### src/rtl/id_ex_pipeline_reg.sv
// ID/EX pipeline register: latches decoded ID state into EX with hold, bubble and flush.
// Optional perf counters (perf_bubbles, perf_flushes) are enabled by defining ID_EX_PERF_CNT_EN.
module id_ex_pipeline_reg #(
    parameter int unsigned DATA_W     = 32,
    parameter int unsigned REG_ADDR_W = 5,
    parameter int unsigned ALU_OP_W   = 2
) (
    input  logic                  clk,
    input  logic                  rst_n,
    input  logic                  hold,
    input  logic                  bubble,
    input  logic                  flush,
    input  logic                  id_valid,
    input  logic [DATA_W-1:0]     id_pc_plus4,
    input  logic [DATA_W-1:0]     id_rd1,
    input  logic [DATA_W-1:0]     id_rd2,
    input  logic [DATA_W-1:0]     id_imm_ext,
    input  logic [REG_ADDR_W-1:0] id_rs,
    input  logic [REG_ADDR_W-1:0] id_rt,
    input  logic [REG_ADDR_W-1:0] id_rd,
    input  logic [5:0]            id_funct,
    input  logic                  id_reg_write,
    input  logic                  id_mem_to_reg,
    input  logic                  id_mem_read,
    input  logic                  id_mem_write,
    input  logic                  id_branch,
    input  logic                  id_alu_src,
    input  logic                  id_reg_dst,
    input  logic [ALU_OP_W-1:0]   id_alu_op,
    output logic                  ex_valid,
    output logic [DATA_W-1:0]     ex_pc_plus4,
    output logic [DATA_W-1:0]     ex_rd1,
    output logic [DATA_W-1:0]     ex_rd2,
    output logic [DATA_W-1:0]     ex_imm_ext,
    output logic [REG_ADDR_W-1:0] ex_rs,
    output logic [REG_ADDR_W-1:0] ex_rt,
    output logic [REG_ADDR_W-1:0] ex_dest,
    output logic [5:0]            ex_funct,
    output logic                  ex_reg_write,
    output logic                  ex_mem_to_reg,
    output logic                  ex_mem_read,
    output logic                  ex_mem_write,
    output logic                  ex_branch,
    output logic                  ex_alu_src,
    output logic [ALU_OP_W-1:0]   ex_alu_op
`ifdef ID_EX_PERF_CNT_EN
    ,
    output logic [31:0]           perf_bubbles,
    output logic [31:0]           perf_flushes
`endif
);

    localparam int unsigned FUNCT_W = 6;

    typedef struct packed {
        logic                  valid;
        logic [DATA_W-1:0]     pc_plus4;
        logic [DATA_W-1:0]     rd1;
        logic [DATA_W-1:0]     rd2;
        logic [DATA_W-1:0]     imm_ext;
        logic [REG_ADDR_W-1:0] rs;
        logic [REG_ADDR_W-1:0] rt;
        logic [REG_ADDR_W-1:0] dest;
        logic [FUNCT_W-1:0]    funct;
        logic                  reg_write;
        logic                  mem_to_reg;
        logic                  mem_read;
        logic                  mem_write;
        logic                  branch;
        logic                  alu_src;
        logic [ALU_OP_W-1:0]   alu_op;
    } ex_stage_t;

    ex_stage_t             ex_q, ex_d, load_c;
    logic [REG_ADDR_W-1:0] dest_c;
    logic                  ctrl_en_c;

    // Load candidate: control is gated by bubble and invalid instructions; writes to $0 are dropped.
    always_comb begin
        dest_c             = id_reg_dst ? id_rd : id_rt;
        ctrl_en_c          = id_valid && !bubble;
        load_c             = '0;
        load_c.valid       = ctrl_en_c;
        load_c.pc_plus4    = id_pc_plus4;
        load_c.rd1         = id_rd1;
        load_c.rd2         = id_rd2;
        load_c.imm_ext     = id_imm_ext;
        load_c.rs          = id_rs;
        load_c.rt          = id_rt;
        load_c.dest        = dest_c;
        load_c.funct       = id_funct;
        load_c.reg_write   = ctrl_en_c && id_reg_write && (dest_c != '0);
        load_c.mem_to_reg  = ctrl_en_c && id_mem_to_reg;
        load_c.mem_read    = ctrl_en_c && id_mem_read;
        load_c.mem_write   = ctrl_en_c && id_mem_write;
        load_c.branch      = ctrl_en_c && id_branch;
        load_c.alu_src     = ctrl_en_c && id_alu_src;
        load_c.alu_op      = ctrl_en_c ? id_alu_op : '0;

        ex_d = ex_q;
        if (flush) begin
            ex_d = '0;
        end else if (!hold) begin
            ex_d = load_c;
        end
    end

    always_ff @(posedge clk) begin
        if (!rst_n) begin
            ex_q <= '0;
        end else begin
            ex_q <= ex_d;
        end
    end

    assign ex_valid      = ex_q.valid;
    assign ex_pc_plus4   = ex_q.pc_plus4;
    assign ex_rd1        = ex_q.rd1;
    assign ex_rd2        = ex_q.rd2;
    assign ex_imm_ext    = ex_q.imm_ext;
    assign ex_rs         = ex_q.rs;
    assign ex_rt         = ex_q.rt;
    assign ex_dest       = ex_q.dest;
    assign ex_funct      = ex_q.funct;
    assign ex_reg_write  = ex_q.reg_write;
    assign ex_mem_to_reg = ex_q.mem_to_reg;
    assign ex_mem_read   = ex_q.mem_read;
    assign ex_mem_write  = ex_q.mem_write;
    assign ex_branch     = ex_q.branch;
    assign ex_alu_src    = ex_q.alu_src;
    assign ex_alu_op     = ex_q.alu_op;

`ifdef ID_EX_PERF_CNT_EN
    localparam int unsigned PERF_W = 32;

    logic [PERF_W-1:0] bubble_cnt_q, bubble_cnt_d;
    logic [PERF_W-1:0] flush_cnt_q, flush_cnt_d;

    // Count only actions that win the priority; saturate at all-ones.
    always_comb begin
        bubble_cnt_d = bubble_cnt_q;
        flush_cnt_d  = flush_cnt_q;
        if (flush && (flush_cnt_q != '1)) begin
            flush_cnt_d = flush_cnt_q + PERF_W'(1);
        end
        if (!flush && !hold && bubble && (bubble_cnt_q != '1)) begin
            bubble_cnt_d = bubble_cnt_q + PERF_W'(1);
        end
    end

    always_ff @(posedge clk) begin
        if (!rst_n) begin
            bubble_cnt_q <= '0;
            flush_cnt_q  <= '0;
        end else begin
            bubble_cnt_q <= bubble_cnt_d;
            flush_cnt_q  <= flush_cnt_d;
        end
    end

    assign perf_bubbles = bubble_cnt_q;
    assign perf_flushes = flush_cnt_q;
`endif

endmodule

### config.mk
export PLATFORM = sky130hd
export DESIGN_NAME = id_ex_pipeline_reg
export DESIGN_NICKNAME = d
export VERILOG_FILES = /design/src/rtl/id_ex_pipeline_reg.sv
export SDC_FILE = /design/constraint.sdc
export NUM_CORES = 1
export LEC_CHECK = 0
export ABC_CLOCK_PERIOD_IN_PS = 2220
export BUFFER_PORTS_ARGS = -buffer_cell sky130_fd_sc_hd__buf_2
export CAP_MARGIN = 20
export CORE_AREA = 2 2 124 126
export CTS_CLUSTER_DIAMETER = 60
export DETAILED_ROUTE_END_ITERATION = 10
export DIE_AREA = 0 0 126 128
export GPL_ROUTABILITY_DRIVEN = 0
export GPL_TIMING_DRIVEN = 0
export PLACE_DENSITY = 0.71
export SYNTH_ARGS = -nofsm -noshare
export SYNTH_HDL_FRONTEND = slang
export SYNTH_SLANG_ARGS = --single-unit
### constraint.sdc
create_clock -name clk -period 2.22 [get_ports clk]
set_clock_uncertainty 0.05 [all_clocks]
set_input_delay 0.333 -clock clk [delete_from_list [all_inputs] [get_ports clk]]
set_output_delay 0.333 -clock clk [all_outputs]
set_load 0.01 [all_outputs]
[Word level (Yosys, flattened, before mapping)]
Index checks and enable logic that the tools add are counted.
Word-level totals
  register bits after elaboration: 158
  input port bits: 164
  output and inout bits: 158
  word-level logic and storage cells: 30
Operators by class
  multiplexer cells: 2
  bitwise gates (word level): 1
  reductions and logical operators: 11
Operator list (number)
  1-bit logical AND: 8
  5-bit two-way mux: 1
  5-bit nonzero test: 1
  2-bit two-way mux: 1
  2-bit OR reduction: 1
  1-bit logical NOT: 1
  1-bit NOT: 1

[Logic depth before layout (Yosys ltp)]
Gate-level depths: netlist of the first run.
  word-level depth: 4
  gate-level depth with buffers: 5
  gate-level depth less buffers: 3

[Least setup slack after synthesis of the first run]
No wires, ideal clock.
  path kind: input to register
  from: input port id_reg_dst
  to: register ex_q, in the netlist ex_dest[0]
  library setup time: 0.128 ns
  data arrival time: 0.979 ns
  data required time: 2.042 ns
  path slack: 1.063 ns
  cell stages on the path: 4
  path buffers: 1
  cells stage by stage: buf_2 mux2_2 mux2i_1 nor2_1
Between the ends
  cells in the longest elaborated chain, start to end: 1
Ends and longest elaborated chain
  from (decl): line 28  | input logic id_reg_dst,
  5-bit two-way mux: line 80  | dest_c = id_reg_dst ? id_rd : id_rt;
  to (signal assigned): line 110  | ex_q <= '0;
  to (signal assigned): line 112  | ex_q <= ex_d;
  to (decl): line 74  | ex_stage_t ex_q, ex_d, load_c;
No other way between the ends.
A chain may end at the register's enable or synchronous reset.

[Worst setup path in the final report of the first run]
  from: register ex_q, in the netlist ex_alu_src
  to: output port ex_alu_src
RTL lines
  to (decl): line 44  | output logic ex_alu_src,
No word-level cell between the ends.

==> results of run 1 <==
## power by group
part | leakage (nW) | total (mW) | switching, mW | internal, mW
registers | 1.29 | 2.97 | 0.0409 | 2.93
clock network | 0.305 | 3.11 | 1.12 | 1.99
logic | 2.77 | 0.674 | 0.331 | 0.344
total | 4.36 | 6.76 | 1.49 | 5.27
## per-layer routing
layer	GRT usage	wire length [µm]	share of wire
met5	0	0	0
met4	0.0569	236	0.016
met3	0.0718	1370	0.091
met2	0.309	7220	0.48
met1	0.201	6240	0.41
## cells in the final DEF (no fill, tap or decap), types with 2 or more instances in the layout
cell,netlist,routed
sky130_fd_sc_hd__clkbuf_1,2,6
sky130_fd_sc_hd__clkinv_2,0,2
sky130_fd_sc_hd__mux2_2,5,5
sky130_fd_sc_hd__dfxtp_1,158,158
sky130_fd_sc_hd__clkinv_4,0,2
sky130_fd_sc_hd__buf_4,2,2
sky130_fd_sc_hd__nor2_1,157,157
sky130_fd_sc_hd__buf_6,15,15
sky130_fd_sc_hd__mux2i_1,149,149
sky130_fd_sc_hd__clkbuf_16,0,17
sky130_fd_sc_hd__bufinv_16,0,5
sky130_fd_sc_hd__buf_2,16,335
sky130_fd_sc_hd__a22oi_1,7,7
sky130_fd_sc_hd__buf_1,2,2
## path summary, 6_finish.rpt
| path | startpoint | to | slack [ns] | depth (start not counted) |
|---|---|---|---|---|
| setup reg to reg | ex_alu_src | ex_alu_src | 1.48 | 2 |
| hold / removal | id_rd1[23] | ex_rd1[23] | 0.10 | 3 |
| hold reg to reg | ex_imm_ext[27] | ex_imm_ext[27] | 0.44 | 2 |
| setup / recovery | ex_alu_src | ex_alu_src | 0.92 | 1 |
## cell type report
class,count,area [µm²]
fill,1383,6690
sequential,158,3160
clock buffer,21,440
clock inverter,10,186
timing repair buffer,319,1600
multi-input combinational,329,2270
buffer,37,279
tap,188,235
## logic make-up after synthesis
logic type / Yosys count / synth area share
buffers and inverters: 37 / 0.0488
flip-flops: 158 / 0.553
multiplexers: 154 / 0.271
AND/OR/NAND/NOR: 165 / 0.114
AO/OA/AOI/OAI: 10 / 0.0127
==> results.yml, run 1 <==
floorplan:
  floorplan.die.height_um: 128
  core.rowCount: 45
  boundaryPins: 322
  core_um2: 14900
  die-width_um: 126
  start_util: 0.385
  design.die.area_um2: 16100
finish:
  final_cell_count_no_fill: 1062
  layout.core_utilization: 0.550
  post_route_cells_drive_above_1_share: 0.441
  synthToLayoutAreaGrowth_pct: 43.0
  finalNetCount: 1026
  finalInstanceArea_um2: 8180
  num_antenna_cells: 0
clock_network:
  clock_latency_reported_for_the_late_side_of_the_worst_skew_pair_ns: 0.41
  cts_made_buffers: 17
  htree_levels: 4
  postCtsHoldBufs: 0
  cts.repair.resized: 0
  cts-root-to-sink-buffers: 2
  cts_setup_buffers: 0
  cts_tree: "built"
  clockRootBuffer: "sky130_fd_sc_hd__clkbuf_16"
  cts.clk_slew.worst_paths_ns: 0.06
  numClockSinks: 158
power:
  powerDensity_nw_per_um2: 826
  power.ir.vdd_worst_uv: 580
  power.static_leakage_nw: 4.36
  fin_total_pwr_mw: 6.76
sta:
  max_slew.worst_pin.slew_ns: 0.466
  rsz0062_at_grt: "false"
  slew_headroom: 0.689
  final.setup.worst_slack_ns: 0.916
  report.final.setup_viol: 0
  fmax_ghz: 0.767
  period_share: 0.588
  finalCriticalPeriod_ns: 1.30
  fin_worst_hold_slack_ns: 0.100
  finalMaxSlewViolations: 0
  setup-tns-final_ns: 0
  hold_violations: 0
yosys:
  synth_area_leader_cell: "sky130_fd_sc_hd__dfxtp_1"
  post_synth_edffs: 0
  synth_largest_type_area_fraction: 0.553
  synth_top_cells_by_area: "sky130_fd_sc_hd__dfxtp_1 55%, sky130_fd_sc_hd__mux2i_1 26%, sky130_fd_sc_hd__nor2_1 10%, sky130_fd_sc_hd__buf_6 3.0%, sky130_fd_sc_hd__buf_2 1.4%"
  synthTopCellsByCount: "158 x sky130_fd_sc_hd__dfxtp_1, 157 x sky130_fd_sc_hd__nor2_1, 149 x sky130_fd_sc_hd__mux2i_1, 16 x sky130_fd_sc_hd__buf_2, 15 x sky130_fd_sc_hd__buf_6"
  synth_cells: 524
  most_numerous_cell_in_the_yosys_netlist: "sky130_fd_sc_hd__dfxtp_1"
  synthesis.area_per_instance_um2: 10.9
  synthesis.area_um2: 5720
  synth_nets: 688
  ys_seq_area_frac: 0.553
  synth_flop_cell: "sky130_fd_sc_hd__dfxtp_1"
  yosys_register_bits: 158
  synthDistinctLibCells: 21
  ys.warnings.count: 0
  synth_async_sr_flop_share: 0
worst_setup_path:
  crit_path_top_delay_cell: "sky130_fd_sc_hd__dfxtp_1"
  cp_data_required_time_ns: 1.84
  cp.arrival_ns: 0.92
  cell_by_cell_trace_of_the_critical_path: "buf_2"
  timing.critical_path.max_delay_family: "flip-flops"
  slowest_delay_ns: 0.37
  startpoint_type: "register"
  crit_fanout: 2
  timing.critical_path.buf_inv: 1
  type_of_the_setup_path_with_the_least_slack: "register to output port"
  critPathCaptureType: "output port"
route:
  finalWirelength_um: 15100
  route.detailed.drc: 0
  avgRoutedWirePerCell_um: 14.2
  vias_per_cell: 4.51
  drt_pre_antenna_iters: 4
  drtIter0Drc: 199
  vias: 4787
  route.antenna.remaining_nets: 0
global_route:
  grt_overflow: 0
  first_global_vias: 4526
  grt_use_total: 0.178
  antenna_violations_before_repair: 0
  maximum_number_of_pins_on_one_net_before_global_route_repair: 17
  grt_pass1_wl_um: 22600
place:
  port_buf_inserts: 319
  placement.setup.worst_slack_ns: 0.627
  placed_cell_area_um2: 7550
  detailedPlacementHpwl_um: 11600
  dp.cells: 1031
outcome:
  status: "completed"
min_path:
  timing.hold.worst.class: "input port to register"
run:
  drv_cap: 0
(Power assumes the default switching activity.)
==> run 2: changes to the inputs <==
Settings changed: ABC_CLOCK_PERIOD_IN_PS 2220 to 1300.
Clock period 2.22 ns to 1.3 ns, I/O delays scaled along.
==> run 2 against run 1 <==
  * First-iteration DRC count rose by 17%
  * Worst setup slack got worse by 0.81 ns
  * Clock power is 72% higher
  * Clock-buffer cell count stayed put
  * Sequential cell count unchanged
  * Sequential share of layout area shrank 5.9 points
  * Register-to-register slack got worse by 0.95 ns
  * Via count is 18% higher
  * Global-route usage is 4.4 points higher
  * Die area is the same
==> results.yml, run 2 (same netlist as run 1, synthesis figures left out) <==
route:
  avgRoutedWirePerCell_um: 15.5
  drtIter0Drc: 233
  finalWirelength_um: 18700
  vias_per_cell: 4.66
  drt_pre_antenna_iters: 4
  vias: 5632
  route.antenna.remaining_nets: 0
  route.detailed.drc: 0
floorplan:
  start_util: 0.385
  die-width_um: 126
  core.rowCount: 45
  floorplan.die.height_um: 128
  design.die.area_um2: 16100
  boundaryPins: 322
  core_um2: 14900
clock_network:
  numClockSinks: 158
  cts_setup_buffers: 0
  clock_latency_reported_for_the_late_side_of_the_worst_skew_pair_ns: 0.41
  cts_tree: "built"
  clockRootBuffer: "sky130_fd_sc_hd__clkbuf_16"
  cts.clk_slew.worst_paths_ns: 0.06
  cts_made_buffers: 17
  htree_levels: 4
  cts-root-to-sink-buffers: 2
worst_setup_path:
  crit_path_top_delay_cell: "sky130_fd_sc_hd__dlygate4sd3_1"
  r2r_setup_slack_ns: 0.53
  crit_fanout: 3
  cp_data_required_time_ns: 1.54
  critPathCaptureType: "register"
  cp.arrival_ns: 1.43
  type_of_the_setup_path_with_the_least_slack: "input port to register"
  startpoint_type: "input port"
  timing.critical_path.buf_inv: 2
  cell_by_cell_trace_of_the_critical_path: "dlygate4sd3_1, buf_2, nor4_2, o22a_1, o22ai_1"
  slowest_delay_ns: 0.53
  timing.critical_path.max_delay_family: "buffers and inverters"
finish:
  layout_commonest_cell: "sky130_fd_sc_hd__buf_2"
  final_cell_count_no_fill: 1208
  finalNetCount: 1172
  num_antenna_cells: 0
  synthToLayoutAreaGrowth_pct: 68.7
  post_route_cells_drive_above_1_share: 0.378
  layout.core_utilization: 0.649
  fillCellCount: 1131
  most-common-layout-cells: "335 x sky130_fd_sc_hd__buf_2, 158 x sky130_fd_sc_hd__dfxtp_1, 157 x sky130_fd_sc_hd__nor2_1, 149 x sky130_fd_sc_hd__mux2i_1, 146 x sky130_fd_sc_hd__dlygate4sd3_1"
power:
  comb_power_share: 0.130
  p_int_mw: 9.28
  fin_total_pwr_mw: 12.0
  clock_power_share: 0.446
  switching_portion_of_total_power: 0.224
  power.static_leakage_nw: 4.97
  power_switching_mw: 2.68
  power.ir.vdd_worst_uv: 993
  powerDensity_nw_per_um2: 1240
  sequentialPowerShare: 0.424
sta:
  slew_headroom: 0.659
  finalCriticalPeriod_ns: 1.19
  rsz0062_at_grt: "false"
  fmax_ghz: 0.840
  report.final.setup_viol: 0
  max_slew.worst_pin.slew_ns: 0.511
  period_share: 0.916
  fin_worst_hold_slack_ns: 0.0113
  finalMaxSlewViolations: 0
  final.setup.worst_slack_ns: 0.110
  hold_violations: 0
place:
  placement.setup.worst_slack_ns: -0.155
  dp.cells: 1031
  port_buf_inserts: 319
  detailedPlacementHpwl_um: 11600
outcome:
  status: "completed"
global_route:
  first_global_vias: 5758
  antenna_violations_before_repair: 0
  maximum_number_of_pins_on_one_net_before_global_route_repair: 17
  grt_pass1_wl_um: 28400
  grt_overflow: 0
  grt_use_total: 0.222
min_path:
  timing.hold.worst.class: "input port to register"
run:
  drv_cap: 0
## run 2: changes by cell type in the layout (fill, tap and decap cells not counted), sizes merged
cell / previous run / this run
dlygate4sd3: 0 / 146
## run 2: per-layer routing
layer,GRT usage,vias to the layer above,routed length [µm]
li1,-,2729,-
met1,0.235,2592,7220
met2,0.406,266,9500
met3,0.0768,45,1540
met4,0.0847,0,478
met5,0,-,0
## run 2: layout make-up
type | count | area (µm²) | area share
clock inverters | 10 | 186 | 0.0193
plain buffers | 37 | 279 | 0.0289
multi-input cells | 329 | 2280 | 0.237
well taps | 188 | 235 | 0.0244
clock buffers | 21 | 440 | 0.0457
flip-flops and latches | 158 | 3160 | 0.328
repair buffers | 465 | 3060 | 0.317
## run 2: tightest hold or removal path, cell delays in order
cell	delay, ns
sky130_fd_sc_hd__buf_2	0.10
sky130_fd_sc_hd__mux2i_1	0.06
sky130_fd_sc_hd__nor2_1	0.07
## run 2: timing repair
| action | CTS | global route |
|---|---|---|
| endpoints found under the setup margin | 0 | 1 |
| gates resized for setup | 0 | 1 |
| hold buffers | 145 | 1 |
| hold endpoints to repair | 145 | 1 |
## run 2: worst paths after layout
check,start,end,cells after the start
max,id_rt[1],ex_reg_write,5
min,id_rd1[20],ex_rd1[20],3
max reg2reg,ex_pc_plus4[8],ex_pc_plus4[8],2
min reg2reg,ex_imm_ext[17],ex_imm_ext[17],2
## run 2: per-stage QoR
| step | area (µm²) | TNS, ns |
|---|---|---|
| 4_1_cts | 9630 | 0 |
| 5_1_grt | 9640 | 0 |
| 6_report | 9640 | 0 |
| 3_5_place_dp | 7550 | -5.26 |
| 3_3_place_gp | 7550 | -6.08 |
| 2_1_floorplan | 5720 | 0 |
## run 2: power groups by stage
| stage | Combinational (mW) | Sequential (mW) | Clock, mW |
|---|---|---|---|
| floorplan | 0.567 | 5.25 | 0 |
| global placement | 1.16 | 5.17 | 0 |
| detailed placement | 1.16 | 5.17 | 0 |
| CTS | 1.51 | 5.07 | 5.42 |
| global route | 1.66 | 5.09 | 5.66 |
| finish | 1.55 | 5.08 | 5.34 |
==> run 3: changes to the inputs <==
Settings changed: PLACE_DENSITY 0.71 to 0.72.
==> run 3 against run 2 <==
  * Die area stayed put
  * Final area up 0.25%
  * Clock-buffer cell count down 1
  * Worst hold slack improved by 0.014 ns
  * Routed wire length grew 2.2%
  * Non-clock buffer count grew 4
  * Critical path type unchanged
  * Largest cell class unchanged
  * Combinational power hardly changed
  * Clock power decreased by 3.9%
==> results.yml, run 3 (same netlist as run 1, synthesis figures left out) <==
outcome:
  status: "completed"
clock_network:
  cts_tree: "built"
  clockRootBuffer: "sky130_fd_sc_hd__clkbuf_16"
  cts-root-to-sink-buffers: 2
  cts_setup_buffers: 0
  cts.clk_slew.worst_paths_ns: 0.07
  cts_made_buffers: 17
  htree_levels: 4
  clock_latency_reported_for_the_late_side_of_the_worst_skew_pair_ns: 0.40
  numClockSinks: 158
global_route:
  grt_overflow: 0
  antenna_violations_before_repair: 1
  grt_use_total: 0.228
  grt_pass1_wl_um: 29500
  first_global_vias: 5952
  maximum_number_of_pins_on_one_net_before_global_route_repair: 17
floorplan:
  core_um2: 14900
  floorplan.die.height_um: 128
  core.rowCount: 45
  start_util: 0.385
  boundaryPins: 322
  design.die.area_um2: 16100
  die-width_um: 126
finish:
  finalNetCount: 1176
  post_route_cells_drive_above_1_share: 0.380
  most-common-layout-cells: "335 x sky130_fd_sc_hd__buf_2, 158 x sky130_fd_sc_hd__dfxtp_1, 157 x sky130_fd_sc_hd__nor2_1, 150 x sky130_fd_sc_hd__dlygate4sd3_1, 149 x sky130_fd_sc_hd__mux2i_1"
  synthToLayoutAreaGrowth_pct: 69.1
  finalInstanceArea_um2: 9670
  layout_commonest_cell: "sky130_fd_sc_hd__buf_2"
  final_cell_count_no_fill: 1214
route:
  drt_pre_antenna_iters: 4
  route.antenna.remaining_nets: 0
  avgRoutedWirePerCell_um: 15.8
  drtIter0Drc: 208
  finalWirelength_um: 19200
  vias_per_cell: 4.71
  route.detailed.drc: 0
  vias: 5716
sta:
  fmax_ghz: 0.777
  period_share: 0.990
  fin_worst_hold_slack_ns: 0.0256
  setup-tns-final_ns: 0
  finalMaxSlewViolations: 0
  finalCriticalPeriod_ns: 1.29
  hold_violations: 0
  max_slew.worst_pin.slew_ns: 0.492
  report.final.setup_viol: 0
  slew_headroom: 0.672
  rsz0062_at_grt: "false"
worst_setup_path:
  type_of_the_setup_path_with_the_least_slack: "input port to register"
  cp_data_required_time_ns: 1.54
  startpoint_type: "input port"
  worstReg2RegStart: "ex_pc_plus4[10]"
  crit_fanout: 3
  crit_path_top_delay_cell: "sky130_fd_sc_hd__dlygate4sd3_1"
  cp.arrival_ns: 1.53
  slowest_delay_ns: 0.54
  endpoint: "ex_reg_write"
  critPathCaptureType: "register"
  crit-reg2reg-capture: "ex_pc_plus4[10]"
  r2r_cells: 2
  r2r_setup_slack_ns: 0.52
  first_element_of_the_critical_path: "id_rt[1]"
  cell_by_cell_trace_of_the_critical_path: "dlygate4sd3_1, buf_2, nor4_1, o22a_1, o22ai_1"
place:
  port_buf_inserts: 319
  placed_cell_area_um2: 7550
  detailedPlacementHpwl_um: 11900
  dp.cells: 1031
run:
  drv_cap: 0
power:
  power.ir.vdd_worst_uv: 802
  powerDensity_nw_per_um2: 1220
  power.static_leakage_nw: 4.98
min_path:
  timing.hold.worst.class: "input port to register"
==> run 3: cell count changes in the layout (fill, tap and decap cells not counted), sizes merged <==
cell         change
inv              +2
clkbuf           -1
clkinvlp         +3
bufinv           -2
dlygate4sd3      +4
clkinv           -1
diode            +1
==> run 3: where the power goes <==
group          internal, mW  switching [mW]  total, mW  leakage [nW]
logic                 0.882           0.685       1.57          3.40
clock network          3.14            1.99       5.13         0.293
registers              5.00          0.0799       5.08          1.29
==> run 3: metrics by stage <==
| stage | power, mW | utilization | setup WS (ns) |
|---|---|---|---|
| after floorplan | 5.82 | - | 0.281 |
| after global placement | 6.32 | 0.508 | -0.171 |
| after detailed placement | 6.34 | 0.508 | -0.186 |
| after CTS | 11.8 | 0.650 | 0.0395 |
| after global routing | 12.2 | 0.650 | 0.0186 |
| final | 11.8 | 0.650 | 0.0135 |
==> run 3: what timing repair did <==
action	in CTS	in global routing
hold endpoints to repair	150	0
setup endpoints to repair	0	0
gates resized for setup	0	0
hold buffers	150	0
==> run 3: final cells by class <==
type	count	area, µm²
Timing Repair Buffer	469	3100
Buffer	37	279
Tap cell	188	235
Multi-Input combinational cell	329	2270
Fill cell	1104	5200
Antenna cell	1	2.50
Clock inverter	12	158
Clock buffer	20	457
Sequential cell	158	3160
==> run 3: metal layers <==
metal,GRT usage,wire (µm),up-vias
met1,0.242,7350,2647
met2,0.418,9740,282
met3,0.0672,1440,52
met4,0.104,624,0
met5,0,0,-
li1,-,-,2735
==> run 3: worst min-delay path by stage <==
stage                                end  slack (ns)            from  depth (start not counted)
after floorplan              ex_funct[0]        0.29     id_funct[0]                          2
after global placement    ex_pc_plus4[8]        0.37  id_pc_plus4[8]                          3
after detailed placement      ex_rd2[19]        0.38      id_rd2[19]                          3
after CTS                   ex_reg_write       0.008    id_reg_write                          3
after global routing            ex_rt[2]        0.04        id_rt[2]                          3
final                           ex_rt[2]        0.03        id_rt[2]                          3
==> run 3: worst max-delay path: cells and delay by family <==
family                 cells  cell delay, ns
buffers and inverters      2            0.68
and+or+nand+nor            1            0.37
AOI/OAI and AO/OA          2            0.29
